$ cat config.mk
export PLATFORM = sky130hd
export DESIGN_NAME = uart_rx_fifo
export DESIGN_NICKNAME = d
export VERILOG_FILES = /design/src/rtl/uart_pkg.sv /design/src/rtl/byte_fifo.sv /design/src/rtl/uart_rx_fifo.sv
export SDC_FILE = /design/constraint.sdc
export NUM_CORES = 1
export LEC_CHECK = 0
export ABC_AREA = 1
export CAP_MARGIN = 20
export CORE_ASPECT_RATIO = 1.25
export CORE_UTILIZATION = 25
export CTS_BUF_LIST = sky130_fd_sc_hd__clkbuf_8 sky130_fd_sc_hd__clkbuf_16
export CTS_CLUSTER_DIAMETER = 80
export CTS_CLUSTER_SIZE = 14
export DETAILED_ROUTE_END_ITERATION = 8
export PLACE_DENSITY = 0.42
export SYNTH_ARGS = -nofsm -noshare
export SYNTH_HDL_FRONTEND = slang
export SYNTH_SLANG_ARGS = --single-unit
$ cat constraint.sdc
create_clock -name clk -period 2.16 [get_ports clk]
set_clock_uncertainty 0.1 [all_clocks]
set_input_delay 0.216 -clock clk [delete_from_list [all_inputs] [get_ports clk]]
set_output_delay 0.216 -clock clk [all_outputs]
set_load 0.01 [all_outputs]
$ cat src/rtl/uart_pkg.sv
`default_nettype none
// ============================================================================
// Module   : uart_pkg
// Brief    : Shared constants and capture-state encoding for the UART receive
//            buffer.
// Revision : 1.0 - initial release
// ============================================================================
package uart_pkg;

  localparam int RX_FIFO_DEPTH = 16;
  localparam int BYTE_W        = 8;

  // Capture handshake states: wait for a flag, acknowledge it, wait for release
  typedef enum logic [1:0] {
    ST_IDLE = 2'd0,
    ST_ACK  = 2'd1,
    ST_WAIT = 2'd2
  } cap_state_t;

endpackage
`default_nettype wire

$ cat src/rtl/byte_fifo.sv
`default_nettype none
// ============================================================================
// Module   : byte_fifo
// Brief    : Show-ahead FIFO with occupancy count. A push into a full FIFO is
//            accepted when a pop frees a slot in the same cycle; a pop on an
//            empty FIFO is ignored. Head entry reads as zero when empty.
// Revision : 1.0 - initial release
// ============================================================================
module byte_fifo #(
  parameter int DEPTH = 16,
  parameter int AW    = 4,
  parameter int W     = 9
) (
  input  logic         clk,
  input  logic         rst_n,
  input  logic         push,
  input  logic         pop,
  input  logic [W-1:0] wdata,
  output logic [W-1:0] rdata,
  output logic [AW:0]  count,
  output logic         full,
  output logic         not_empty
);

  localparam logic [AW:0]   c_CNT_FULL = (AW+1)'(DEPTH);
  localparam logic [AW:0]   c_CNT_ONE  = (AW+1)'(1);
  localparam logic [AW-1:0] c_PTR_ONE  = AW'(1);

  logic [W-1:0]  r_mem [DEPTH];
  logic [AW-1:0] r_wr_ptr;
  logic [AW-1:0] r_rd_ptr;
  logic [AW:0]   r_count;

  logic w_pop_ok;
  logic w_push_ok;

  assign full      = (r_count == c_CNT_FULL);
  assign not_empty = (r_count != '0);
  assign count     = r_count;

  // A pop only counts when there is something to take; a pop on a full FIFO
  // frees the slot the simultaneous push lands in.
  assign w_pop_ok  = pop & not_empty;
  assign w_push_ok = push & (~full | pop);

  // Head entry is visible without a read cycle; forced to zero when empty
  assign rdata = not_empty ? r_mem[r_rd_ptr] : '0;

  // Storage write; array contents are deliberately left unreset
  always_ff @(posedge clk) begin
    if (w_push_ok) begin
      r_mem[r_wr_ptr] <= wdata;
    end
  end

  // Pointer and occupancy bookkeeping
  always_ff @(posedge clk or negedge rst_n) begin
    if (!rst_n) begin
      r_wr_ptr <= '0;
      r_rd_ptr <= '0;
      r_count  <= '0;
    end else begin
      if (w_push_ok) begin
        r_wr_ptr <= r_wr_ptr + c_PTR_ONE;
      end
      if (w_pop_ok) begin
        r_rd_ptr <= r_rd_ptr + c_PTR_ONE;
      end
      case ({w_push_ok, w_pop_ok})
        2'b10:   r_count <= r_count + c_CNT_ONE;
        2'b01:   r_count <= r_count - c_CNT_ONE;
        default: r_count <= r_count;
      endcase
    end
  end

endmodule
`default_nettype wire

$ cat src/rtl/uart_rx_fifo.sv
`default_nettype none
// ============================================================================
// Module   : uart_rx_fifo
// Brief    : Receive-side buffer between the UART receiver and the core.
//            Acknowledges each level-held ready flag exactly once, stores the
//            byte with its error bit, and flags bytes lost to a full FIFO.
// Revision : 1.0 - initial release
// ============================================================================
module uart_rx_fifo
  import uart_pkg::*;
#(
  parameter int DEPTH = RX_FIFO_DEPTH,
  parameter int AW    = 4
) (
  input  logic              clk,
  input  logic              rst_n,
  input  logic              rdrf,
  input  logic [BYTE_W-1:0] rx_data,
  input  logic              frame_err,
  output logic              rdrf_clr,
  input  logic              pop,
  output logic [BYTE_W-1:0] dout,
  output logic              dout_err,
  output logic              not_empty,
  output logic              full,
  output logic [AW:0]       count,
  output logic              overflow,
  input  logic              ovf_clr
);

  cap_state_t r_state;
  cap_state_t w_state_nxt;
  logic       w_capture;
  logic       w_drop;
  logic       r_overflow;

  // Capture state register
  always_ff @(posedge clk or negedge rst_n) begin
    if (!rst_n) begin
      r_state <= ST_IDLE;
    end else begin
      r_state <= w_state_nxt;
    end
  end

  // Capture next-state: take the byte on the first sampled flag, then ignore
  // the flag until the UART has released it
  always_comb begin
    w_state_nxt = r_state;
    w_capture   = 1'b0;
    case (r_state)
      ST_IDLE: begin
        if (rdrf) begin
          w_capture   = 1'b1;
          w_state_nxt = ST_ACK;
        end
      end
      ST_ACK:  w_state_nxt = ST_WAIT;
      ST_WAIT: begin
        if (!rdrf) begin
          w_state_nxt = ST_IDLE;
        end
      end
      default: w_state_nxt = ST_IDLE;
    endcase
  end

  // Acknowledge comes straight from the state register, so an async reset
  // removes it at once and it never follows rdrf combinationally
  assign rdrf_clr = (r_state == ST_ACK);

  // Byte is lost only if the FIFO is full and no pop frees a slot
  assign w_drop = w_capture & full & ~pop;

  // Sticky overflow flag; a new drop takes priority over a clear
  always_ff @(posedge clk or negedge rst_n) begin
    if (!rst_n) begin
      r_overflow <= 1'b0;
    end else if (w_drop) begin
      r_overflow <= 1'b1;
    end else if (ovf_clr) begin
      r_overflow <= 1'b0;
    end
  end

  assign overflow = r_overflow;

  byte_fifo #(
    .DEPTH (DEPTH),
    .AW    (AW),
    .W     (BYTE_W + 1)
  ) u_fifo (
    .clk       (clk),
    .rst_n     (rst_n),
    .push      (w_capture),
    .pop       (pop),
    .wdata     ({frame_err, rx_data}),
    .rdata     ({dout_err, dout}),
    .count     (count),
    .full      (full),
    .not_empty (not_empty)
  );

endmodule
`default_nettype wire

==> results.json, run 1 <==
{
  "grt_max_degree": 30,
  "path_max_fanout": 5,
  "hold_buffers": 0,
  "path_buf_inv": 4,
  "critPathSlowestCell": "dfrtp_2",
  "place_inst": 1009,
  "clock.fmax_mhz": 440,
  "ios": 32,
  "layout_setup_ws_ns": -0.112,
  "clk_latency_ns": 0.42,
  "failed_checks": "setup timing",
  "fin_util_pct": 34.6,
  "cp-end-kind": "output port",
  "cp.arrival_ns": 1.96,
  "status": "finished, violations left",
  "wirelength_um": 19300,
  "diodes": 0,
  "die_w_um": 150,
  "cpPeakStageDelay_ns": 0.48,
  "antenna_left": 0,
  "synth_top_area_cell": "edfxtp_1",
  "yosysWarningCount": 0,
  "hold_path.class": "in2async",
  "post-route-min-period_ns": 2.27,
  "drc": 0,
  "syn_nets": 627,
  "detailedPlace.worstSlack_ns": -0.122,
  "place_area_um2": 7980,
  "hold_viol_final": 0,
  "io_buffers": 31,
  "clockRootBuffer": "clkbuf_16",
  "drt_iter0_drc": 295,
  "h-tree-depth": 4,
  "synth-seq-area-share_pct": 69.2,
  "power.leakage_nw": 3.56,
  "syn_area_per_cell_um2": 11.3,
  "rsz0062_at_grt": "true",
  "critical-path-top-delay-family": "buffers and inverters",
  "grt_util_all_layers_pct": 14.0,
  "synthDistinctLibCells": 26,
  "dieHeight_um": 187,
  "antenna_found_initial": 0,
  "cts_buffers": 17,
  "rows": 67,
  "path_class": "reg2out",
  "routedWlPerCell_um": 18.1,
  "crit_top_cell": "nand2_2",
  "grt_pass1_vias": 4769,
  "fin_nets": 731,
  "stdcell_area_um2": 9270,
  "final_layout_size_suffix_gt1_share_pct": 28.4,
  "vias_per_cell": 4.44,
  "die_area_um2": 28000,
  "yosysTopAreaCellShare_pct": 63.3,
  "drv_slew": 0,
  "overflow": 0,
  "final_cells": 1066,
  "synth_cells": 604,
  "clk_pin_slew_ns": 0.07,
  "grt_pass1_wl_um": 28500,
  "power.density_nw_per_um2": 1400,
  "place.gp.congestion": 0.774,
  "route.vias.total": 4738,
  "start_kind": "register",
  "path_cells": "inv_8 > buf_6 > buf_12 > nand2_1 > nand3_1 > nand3_2 > nand2_2 > nand2_2 > a21oi_2 > buf_2",
  "max_slew.worst_pin.slew_ns": 0.715,
  "timing.slew.headroom_pct": 52.2,
  "drt-pass1-iter-count": 4,
  "cts_sinks": 160,
  "core_area_um2": 26800,
  "syn_area_um2": 6830,
  "finalCritPeriodShare_pct": 105,
  "setup_violations": 9,
  "rrSetupSlack_ns": 0.03,
  "ir_worst_vdd_mv": 0.667,
  "initial_core_util_pct": 25.5,
  "ys_seq_elements": 160,
  "cts_tree": "yes",
  "ys_top_cells_by_area": "edfxtp_1, nand2_1, nand3_1",
  "hpwl_um": 11900,
  "cp_data_required_time_ns": 1.84,
  "timing.hold.ws_ns": 0.0238,
  "area_growth_pct": 35.7,
  "cts_buffer_depth": 2,
  "drv_cap": 0
}
kinds of logic (layout without fill, tap and decap cells):
| logic type | after synthesis | in the layout | synth area share (%) |
|---|---|---|---|
| simple gates | 360 | 360 | 22.7 |
| fa+ha+maj | 9 | 9 | 1.65 |
| buf+inv | 48 | 165 | 3.92 |
| flops | 160 | 160 | 69.2 |
| compound gates | 19 | 19 | 1.52 |
| xor+xnor | 8 | 8 | 1.03 |
repair_timing:
action,in CTS,in global routing
setup endpoints to repair,12,12
buffers inserted,13,2
resized for setup,88,36
pin swaps,13,28
gates cloned,8,6
state kept, by name, summed over array words and instances, names as in the netlist:
name,flops
u_fifo.count,5
u_fifo.r_rd_ptr,4
overflow,1
r_state,2
u_fifo.r_mem,144
u_fifo.r_wr_ptr,4
cell usage after synthesis:
library cell and number:
nand2_4 3, inv_1 14, clkbuf_1 2, nand2_1 209, a21o_1 1, xor2_1 6, o21bai_1 1, inv_4 2
o21ai_2 1, o21ai_1 3, edfxtp_1 144, o21ai_0 3, xnor2_1 2, ha_1 9, clkinv_1 1, inv_2 3
nand3_1 121, buf_2 15, nand2_2 5, buf_6 6, dfrtp_1 16, nor2_1 20, a21oi_1 10, buf_4 4
clkbuf_4 1, nor2_4 2
cell usage in the layout, fill, tap and decap left out, types with 2 or more instances in the layout:
| master | Yosys | layout |
|---|---|---|
| a21oi_2 | 0 | 9 |
| buf_12 | 0 | 15 |
| buf_16 | 0 | 7 |
| buf_2 | 15 | 9 |
| buf_4 | 4 | 50 |
| buf_6 | 6 | 4 |
| clkbuf_16 | 0 | 23 |
| clkdlybuf4s50_1 | 0 | 20 |
| clkinv_1 | 1 | 2 |
| clkinv_4 | 0 | 2 |
| clkinvlp_4 | 0 | 2 |
| dfrtp_1 | 16 | 13 |
| dfrtp_2 | 0 | 3 |
| dlygate4sd2_1 | 0 | 2 |
| edfxtp_1 | 144 | 144 |
| ha_1 | 9 | 7 |
| inv_1 | 14 | 14 |
| inv_2 | 3 | 2 |
| inv_6 | 0 | 8 |
| inv_8 | 0 | 2 |
| nand2_1 | 209 | 193 |
| nand2_2 | 5 | 21 |
| nand2_4 | 3 | 3 |
| nand3_1 | 121 | 88 |
| nand3_2 | 0 | 33 |
| nor2_1 | 20 | 18 |
| nor2_2 | 0 | 2 |
| nor2_4 | 2 | 2 |
| o21ai_0 | 3 | 2 |
| o21ai_1 | 3 | 4 |
| xnor2_1 | 2 | 2 |
| xor2_1 | 6 | 4 |
metrics by stage:
stage | total power, mW | setup TNS (ns)
after floorplan | 6.67 | -0.100
after global placement | 8.66 | -1.64
after detailed placement | 8.71 | -1.90
after CTS | 12.7 | -1.21
after global routing | 13.7 | -1.96
final | 12.9 | -0.779
worst paths after layout:
path                                    start            endpoint  cells after the start
max                        u_fifo.r_rd_ptr[0]             dout[7]                     10
min                                     rst_n     u_fifo.count[3]                      2
max reg2reg                   u_fifo.count[3]     u_fifo.count[4]                     15
min reg2reg                        r_state[1]          r_state[1]                      1
max in group asynchronous               rst_n  u_fifo.r_rd_ptr[0]                      2
min in group clk                      ovf_clr            overflow                      2
layer usage:
layer / vias to the layer above / track usage, % / wire length [µm]
met5: - / 0 / 0
met1: 2338 / 17.3 / 8190
met2: 90 / 24.3 / 10100
met4: 0 / 4.35 / 321
met3: 17 / 2.71 / 679
li1: 2293 / - / -
area by class of cell:
| type | instances | area (µm²) |
|---|---|---|
| clock inverters | 15 | 144 |
| repair buffers | 113 | 1330 |
| fillers | 2658 | 17600 |
| inverters | 20 | 90.1 |
| multi-input cells | 396 | 2120 |
| flip-flops and latches | 160 | 4730 |
| well taps | 345 | 432 |
| clock buffers | 17 | 425 |
report_power, final:
part           internal [mW]  switching, mW  leakage, nW
clock                   1.62           1.30        0.275
combinational           2.79           3.38         1.80
sequential              3.69          0.172         1.49
Note: power is estimated with default switching activity, not from simulation.
==> run 2: changes to the inputs <==
Settings changed: CORE_UTILIZATION 25 to 40, CTS_CLUSTER_SIZE 14 to unset, PLACE_DENSITY 0.42 to 0.6, SYNTH_HIERARCHICAL set to 1.
==> results.json, run 2 <==
{
  "ys.flop_type": "edfxtp_1",
  "failed_checks": "setup timing",
  "dieHeight_um": 149,
  "layout_setup_ws_ns": -0.130,
  "drv_slew": 0,
  "fin_nets": 741,
  "combPwrFrac_pct": 47.4,
  "diodes": 0,
  "layout.filler_cells": 1443,
  "clkPwrFrac_pct": 21.9,
  "clk_latency_ns": 0.42,
  "cp.arrival_ns": 1.97,
  "finalCritPeriodShare_pct": 106,
  "route.vias.total": 5015,
  "drc": 0,
  "synthTopCellsByCount": "nand2_1, edfxtp_1, nand3_1",
  "ys_top_cells_by_area": "edfxtp_1, nand2_1, nand3_1",
  "cts_tree": "yes",
  "synth_edf_count": 144,
  "p_int_mw": 8.01,
  "synth_top_area_cell": "edfxtp_1",
  "max_slew.worst_pin.slew_ns": 0.639,
  "cts_buffers": 17,
  "cp-end-kind": "output port",
  "synthDistinctLibCells": 28,
  "stdcell_area_um2": 9100,
  "h-tree-depth": 4,
  "layout_commonest_cell": "nand2_1",
  "place_area_um2": 7750,
  "cp_data_required_time_ns": 1.84,
  "setup_violations": 10,
  "multiInputGateArea_um2": 2220,
  "yosysWarningCount": 6,
  "syn_area_per_cell_um2": 11.2,
  "synth-seq-area-share_pct": 68.8,
  "synth_cells": 613,
  "synth_most_common_cell": "nand2_1",
  "die_area_um2": 17700,
  "syn_area_um2": 6870,
  "drt_iter0_drc": 483,
  "critPathSlowestCell": "dfrtp_2",
  "path_cells": "clkinv_4 > buf_4 > clkbuf_16 > nand2_1 > nand3_1 > nand3_2 > nand2_1 > nand2_1 > a21oi_2 > buf_6",
  "die_w_um": 119,
  "rsz0062_at_grt": "true",
  "grt_pass1_vias": 4900,
  "timing.slew.headroom_pct": 57.3,
  "regArea_um2": 4730,
  "routedWlPerCell_um": 18.9,
  "power.leakage_nw": 3.58,
  "async_flop_share_pct": 10.0,
  "antenna_left": 0,
  "cpPeakStageDelay_ns": 0.45,
  "ios": 32,
  "drt-pass1-iter-count": 5,
  "core_area_um2": 16800,
  "swShare_pct": 36.9,
  "seq_power_share_pct": 30.6,
  "final_layout_size_suffix_gt1_share_pct": 30.0,
  "hpwl_um": 10200,
  "status": "finished, violations left",
  "syn_nets": 635,
  "final_cells": 951,
  "p_total_mw": 12.7,
  "top_register": "u_fifo/r_mem",
  "clock.fmax_mhz": 437,
  "io_buffers": 31,
  "place.gp.congestion": 0.814,
  "area_growth_pct": 32.4,
  "ys_seq_elements": 160,
  "power.switching_mw": 4.68,
  "path_max_fanout": 9,
  "place_inst": 891,
  "clk_pin_slew_ns": 0.06,
  "tns_ns": -0.833,
  "wirelength_um": 18000,
  "hold_viol_final": 0,
  "clockRootBuffer": "clkbuf_16",
  "cts_sinks": 160,
  "drv_cap": 0,
  "power.density_nw_per_um2": 1400,
  "vias_per_cell": 5.27,
  "post-route-min-period_ns": 2.29,
  "yosysTopAreaCellShare_pct": 62.9,
  "cts_buffer_depth": 2,
  "grt_pass1_wl_um": 27200,
  "path_class": "reg2out",
  "crit_top_cell": "nand2_1",
  "grt_max_degree": 23,
  "antenna_found_initial": 0,
  "start_kind": "register",
  "final_cell_mix": "nand2_1, edfxtp_1, nand3_1, buf_4, nand3_2",
  "overflow": 0,
  "initial_core_util_pct": 40.8,
  "largest_reg_flops": 144,
  "timing.hold.ws_ns": 0.281,
  "ir_worst_vdd_mv": 0.768,
  "hold_path.class": "in2reg",
  "grt_util_all_layers_pct": 21.1,
  "rows": 53
}
-- run 2: through the flow --
| step | setup WS (ns) | util, % |
|---|---|---|
| floorplan | -0.197 | - |
| detailed placement | -0.175 | 46.0 |
| global placement | -0.145 | 46.0 |
| CTS | -0.124 | 52.6 |
| global route | -0.209 | 54.0 |
| finish | -0.130 | 54.0 |
-- run 2: layer usage --
| metal | global-route usage, % | routed length [µm] |
|---|---|---|
| met4 | 7.72 | 388 |
| met1 | 26.4 | 7320 |
| met5 | 0 | 0 |
| met2 | 36.5 | 9230 |
| met3 | 3.91 | 1030 |
-- run 2: worst max-delay path: cells and delay by family (launching register included) --
family          cells  cell delay [ns]
buf+inv             4             0.52
simple gates        5             0.36
compound gates      1             0.23
flops               1             0.45
-- run 2: final timing paths --
kind / start / endpoint / slack, ns / depth (start not counted)
hold reg to reg: overflow / overflow / 0.40 / 2
hold / removal: rdrf / r_state[0] / 0.28 / 3
setup / recovery: u_fifo/r_rd_ptr[0] / dout[2] / -0.13 / 10
setup reg to reg: u_fifo/count[3] / u_fifo/count[4] / -0.03 / 17
max in group asynchronous: rst_n / u_fifo/r_rd_ptr[0] / 0.97 / 3
min in group asynchronous: rst_n / u_fifo/r_wr_ptr[2] / 0.52 / 2
-- run 2: repair_timing --
item,CTS,global route
setup buffers,11,10
resized for setup,115,32
gates cloned,7,2
endpoints found under the setup margin,10,21
hold buffers,1,0
pin swaps,38,30
hold endpoints to repair,7,0
-- run 2: area by class of cell --
class,count,share of cell area [%]
clock buffer,17,4.68
inverter,23,1.03
multi-input combinational,400,24.4
clock inverter,14,1.39
tap,220,3.03
timing repair buffer,117,13.5
sequential,160,52.0
-- run 2: power groups by stage --
| stage | Combinational (mW) | Clock, mW | Sequential (mW) |
|---|---|---|---|
| 2_1_floorplan | 2.79 | 0 | 3.94 |
| 3_3_place_gp | 4.50 | 0 | 3.92 |
| 3_5_place_dp | 4.57 | 0 | 3.93 |
| 4_1_cts | 5.57 | 2.82 | 3.88 |
| 5_1_grt | 6.49 | 2.95 | 3.92 |
| 6_report | 6.02 | 2.78 | 3.89 |
-- run 2: logic make-up (layout without fill, tap and decap cells) --
group	Yosys count	after routing	share of synthesized area [%]
buffers and inverters	53	171	4.42
AO/OA/AOI/OAI	18	18	1.40
AND/OR/NAND/NOR	366	366	22.9
XOR/XNOR	8	8	1.02
adder cells (fa/ha/maj)	8	8	1.46
flip-flops	160	160	68.8
==> run 3: changes to the inputs <==
--- a/config.mk
+++ b/config.mk
@@ -10,2 +10,3 @@
 export CORE_ASPECT_RATIO = 1.25
+export CORE_MARGIN = 4
 export CORE_UTILIZATION = 40
@@ -14,3 +15,3 @@
 export DETAILED_ROUTE_END_ITERATION = 8
-export PLACE_DENSITY = 0.6
+export PLACE_DENSITY = 0.58
 export SYNTH_ARGS = -nofsm -noshare
==> constraint.sdc (replaced) <==
create_clock -name clk -period 2.6 [get_ports clk]
set_clock_uncertainty 0.1 [all_clocks]
set_input_delay 0.52 -clock clk [delete_from_list [all_inputs] [get_ports clk]]
set_output_delay 0.52 -clock clk [all_outputs]
set_load 0.01 [all_outputs]
==> results.json, run 3 (same netlist as run 2, synthesis figures left out) <==
{
  "reg2reg_depth": 17,
  "routedWlPerCell_um": 18.8,
  "critPathLaunch": "u_fifo/r_rd_ptr[0]",
  "die_w_um": 125,
  "fin_util_pct": 50.6,
  "grt_pass1_wl_um": 26500,
  "power.leakage_nw": 3.32,
  "grt_max_degree": 28,
  "io_buffers": 31,
  "p_int_mw": 6.17,
  "drc": 0,
  "status": "complete, no violations",
  "power.switching_mw": 3.68,
  "tns_ns": 0,
  "drt_iter0_drc": 368,
  "path_max_fanout": 8,
  "clk_pin_slew_ns": 0.07,
  "rsz0062_at_grt": "true",
  "final_cells": 929,
  "clk_latency_ns": 0.42,
  "drv_cap": 0,
  "antenna_found_initial": 0,
  "final_layout_size_suffix_gt1_share_pct": 19.6,
  "ir_worst_vdd_mv": 0.722,
  "combPwrFrac_pct": 41.8,
  "setup_violations": 0,
  "power.density_nw_per_um2": 1160,
  "initial_core_util_pct": 40.8,
  "die_area_um2": 19400,
  "diodes": 0,
  "drv_slew": 0,
  "rrSetupSlack_ns": 0.21,
  "worst_r2r_endpoint": "u_fifo/count[4]",
  "finalCritPeriodShare_pct": 99.9,
  "cts_buffers": 17,
  "cp-endpoint": "dout[4]",
  "grt_util_all_layers_pct": 18.0,
  "clockRootBuffer": "clkbuf_16",
  "place_inst": 888,
  "cp-end-kind": "output port",
  "swShare_pct": 37.3,
  "hold_path.class": "in2async",
  "cp.arrival_ns": 1.98,
  "clkPwrFrac_pct": 25.0,
  "hold_viol_final": 0,
  "top_register": "u_fifo/r_mem",
  "ios": 32,
  "start_kind": "register",
  "final_cell_mix": "nand2_1, edfxtp_1, nand3_1, buf_4, clkdlybuf4s50_1",
  "layout_setup_ws_ns": 0.00369,
  "stdcell_area_um2": 8520,
  "fin_nets": 718,
  "crit-reg2reg-launch": "u_fifo/count[0]",
  "h-tree-depth": 4,
  "path_class": "reg2out",
  "dieHeight_um": 155,
  "detailedPlace.worstSlack_ns": -0.0633,
  "grt_pass1_vias": 4732,
  "area_growth_pct": 24.0,
  "seq_power_share_pct": 33.2,
  "hpwl_um": 10700,
  "timing.slew.headroom_pct": 56.1,
  "route.vias.total": 4856,
  "vias_per_cell": 5.23,
  "layout.filler_cells": 1489,
  "layout_commonest_cell": "nand2_1",
  "place_area_um2": 7680,
  "core_area_um2": 16800,
  "cts_buffer_depth": 2,
  "clock.fmax_mhz": 385,
  "place.gp.congestion": 0.869,
  "cts_tree": "yes",
  "wirelength_um": 17400,
  "drt-pass1-iter-count": 5,
  "max_slew.worst_pin.slew_ns": 0.657,
  "post-route-min-period_ns": 2.60,
  "largest_reg_flops": 144,
  "overflow": 0,
  "antenna_left": 0,
  "cp_data_required_time_ns": 1.98,
  "cts_sinks": 160,
  "rows": 53
}
run 3: cell count changes in the layout (fill, tap and decap cells not counted), moves of 5 or more:
cell / change
buf_4: -12
nand2_1: +18
nand2_4: -9
nand3_2: -35
nor2_1: +5
buf_16: -6
inv_6: +6
nand3_1: +35
nand2_2: -9
run 3: layout make-up:
cell class | count | area (µm²) | area share, %
clock buffers | 17 | 425 | 4.99
inverters | 23 | 98.8 | 1.16
flip-flops and latches | 160 | 4730 | 55.5
multi-input cells | 400 | 1920 | 22.6
well taps | 220 | 275 | 3.23
repair buffers | 94 | 913 | 10.7
clock inverters | 15 | 158 | 1.85
run 3: how the worst min path moves through the flow:
stage          slack (ns)  depth (start not counted)                  to
3_3_place_gp         0.37                          2            overflow
4_1_cts              0.33                          2          r_state[1]
6_report             0.33                          2  u_fifo/r_wr_ptr[3]
5_1_grt              0.33                          2          r_state[1]
3_5_place_dp         0.37                          2            overflow
2_1_floorplan        0.12                          0            overflow
run 3: routing by layer:
metal / GRT usage [%] / part of all wire [%] / wire, µm
met1: 22.6 / 42 / 7290
met2: 30.8 / 51 / 8860
met3: 3.25 / 4.9 / 856
met4: 7.28 / 2.4 / 425
met5: 0 / 0 / 0
run 3: metrics by stage:
step / power [mW] / hold WS [ns]
after floorplan: 5.56 / 0.124
after global routing: 10.4 / 0.334
after CTS: 9.72 / 0.331
after detailed placement: 6.97 / 0.367
final: 9.85 / 0.331
after global placement: 6.92 / 0.370
run 3: critical path, stage by stage (launching register included):
cell	delay, ns
dfrtp_2	0.49
clkinv_8	0.14
buf_12	0.13
buf_4	0.11
nand2_1	0.04
nand3_1	0.09
nand3_2	0.10
nand2_2	0.08
nand2_2	0.06
a21oi_2	0.15
buf_2	0.15
run 3: power groups by stage:
stage / Sequential (mW) / Combinational (mW) / Clock, mW
global route: 3.30 / 4.50 / 2.61
floorplan: 3.27 / 2.29 / 0
global placement: 3.30 / 3.62 / 0
detailed placement: 3.30 / 3.67 / 0
CTS: 3.27 / 3.96 / 2.49
finish: 3.27 / 4.11 / 2.46
run 3: what timing repair did:
item | in CTS | in global routing
hold endpoints to repair | 0 | 0
setup buffers | 5 | 0
hold buffers | 0 | 0
pin swaps | 3 | 6
resized for setup | 60 | 18
setup endpoints to repair | 9 | 9
gates cloned | 3 | 3
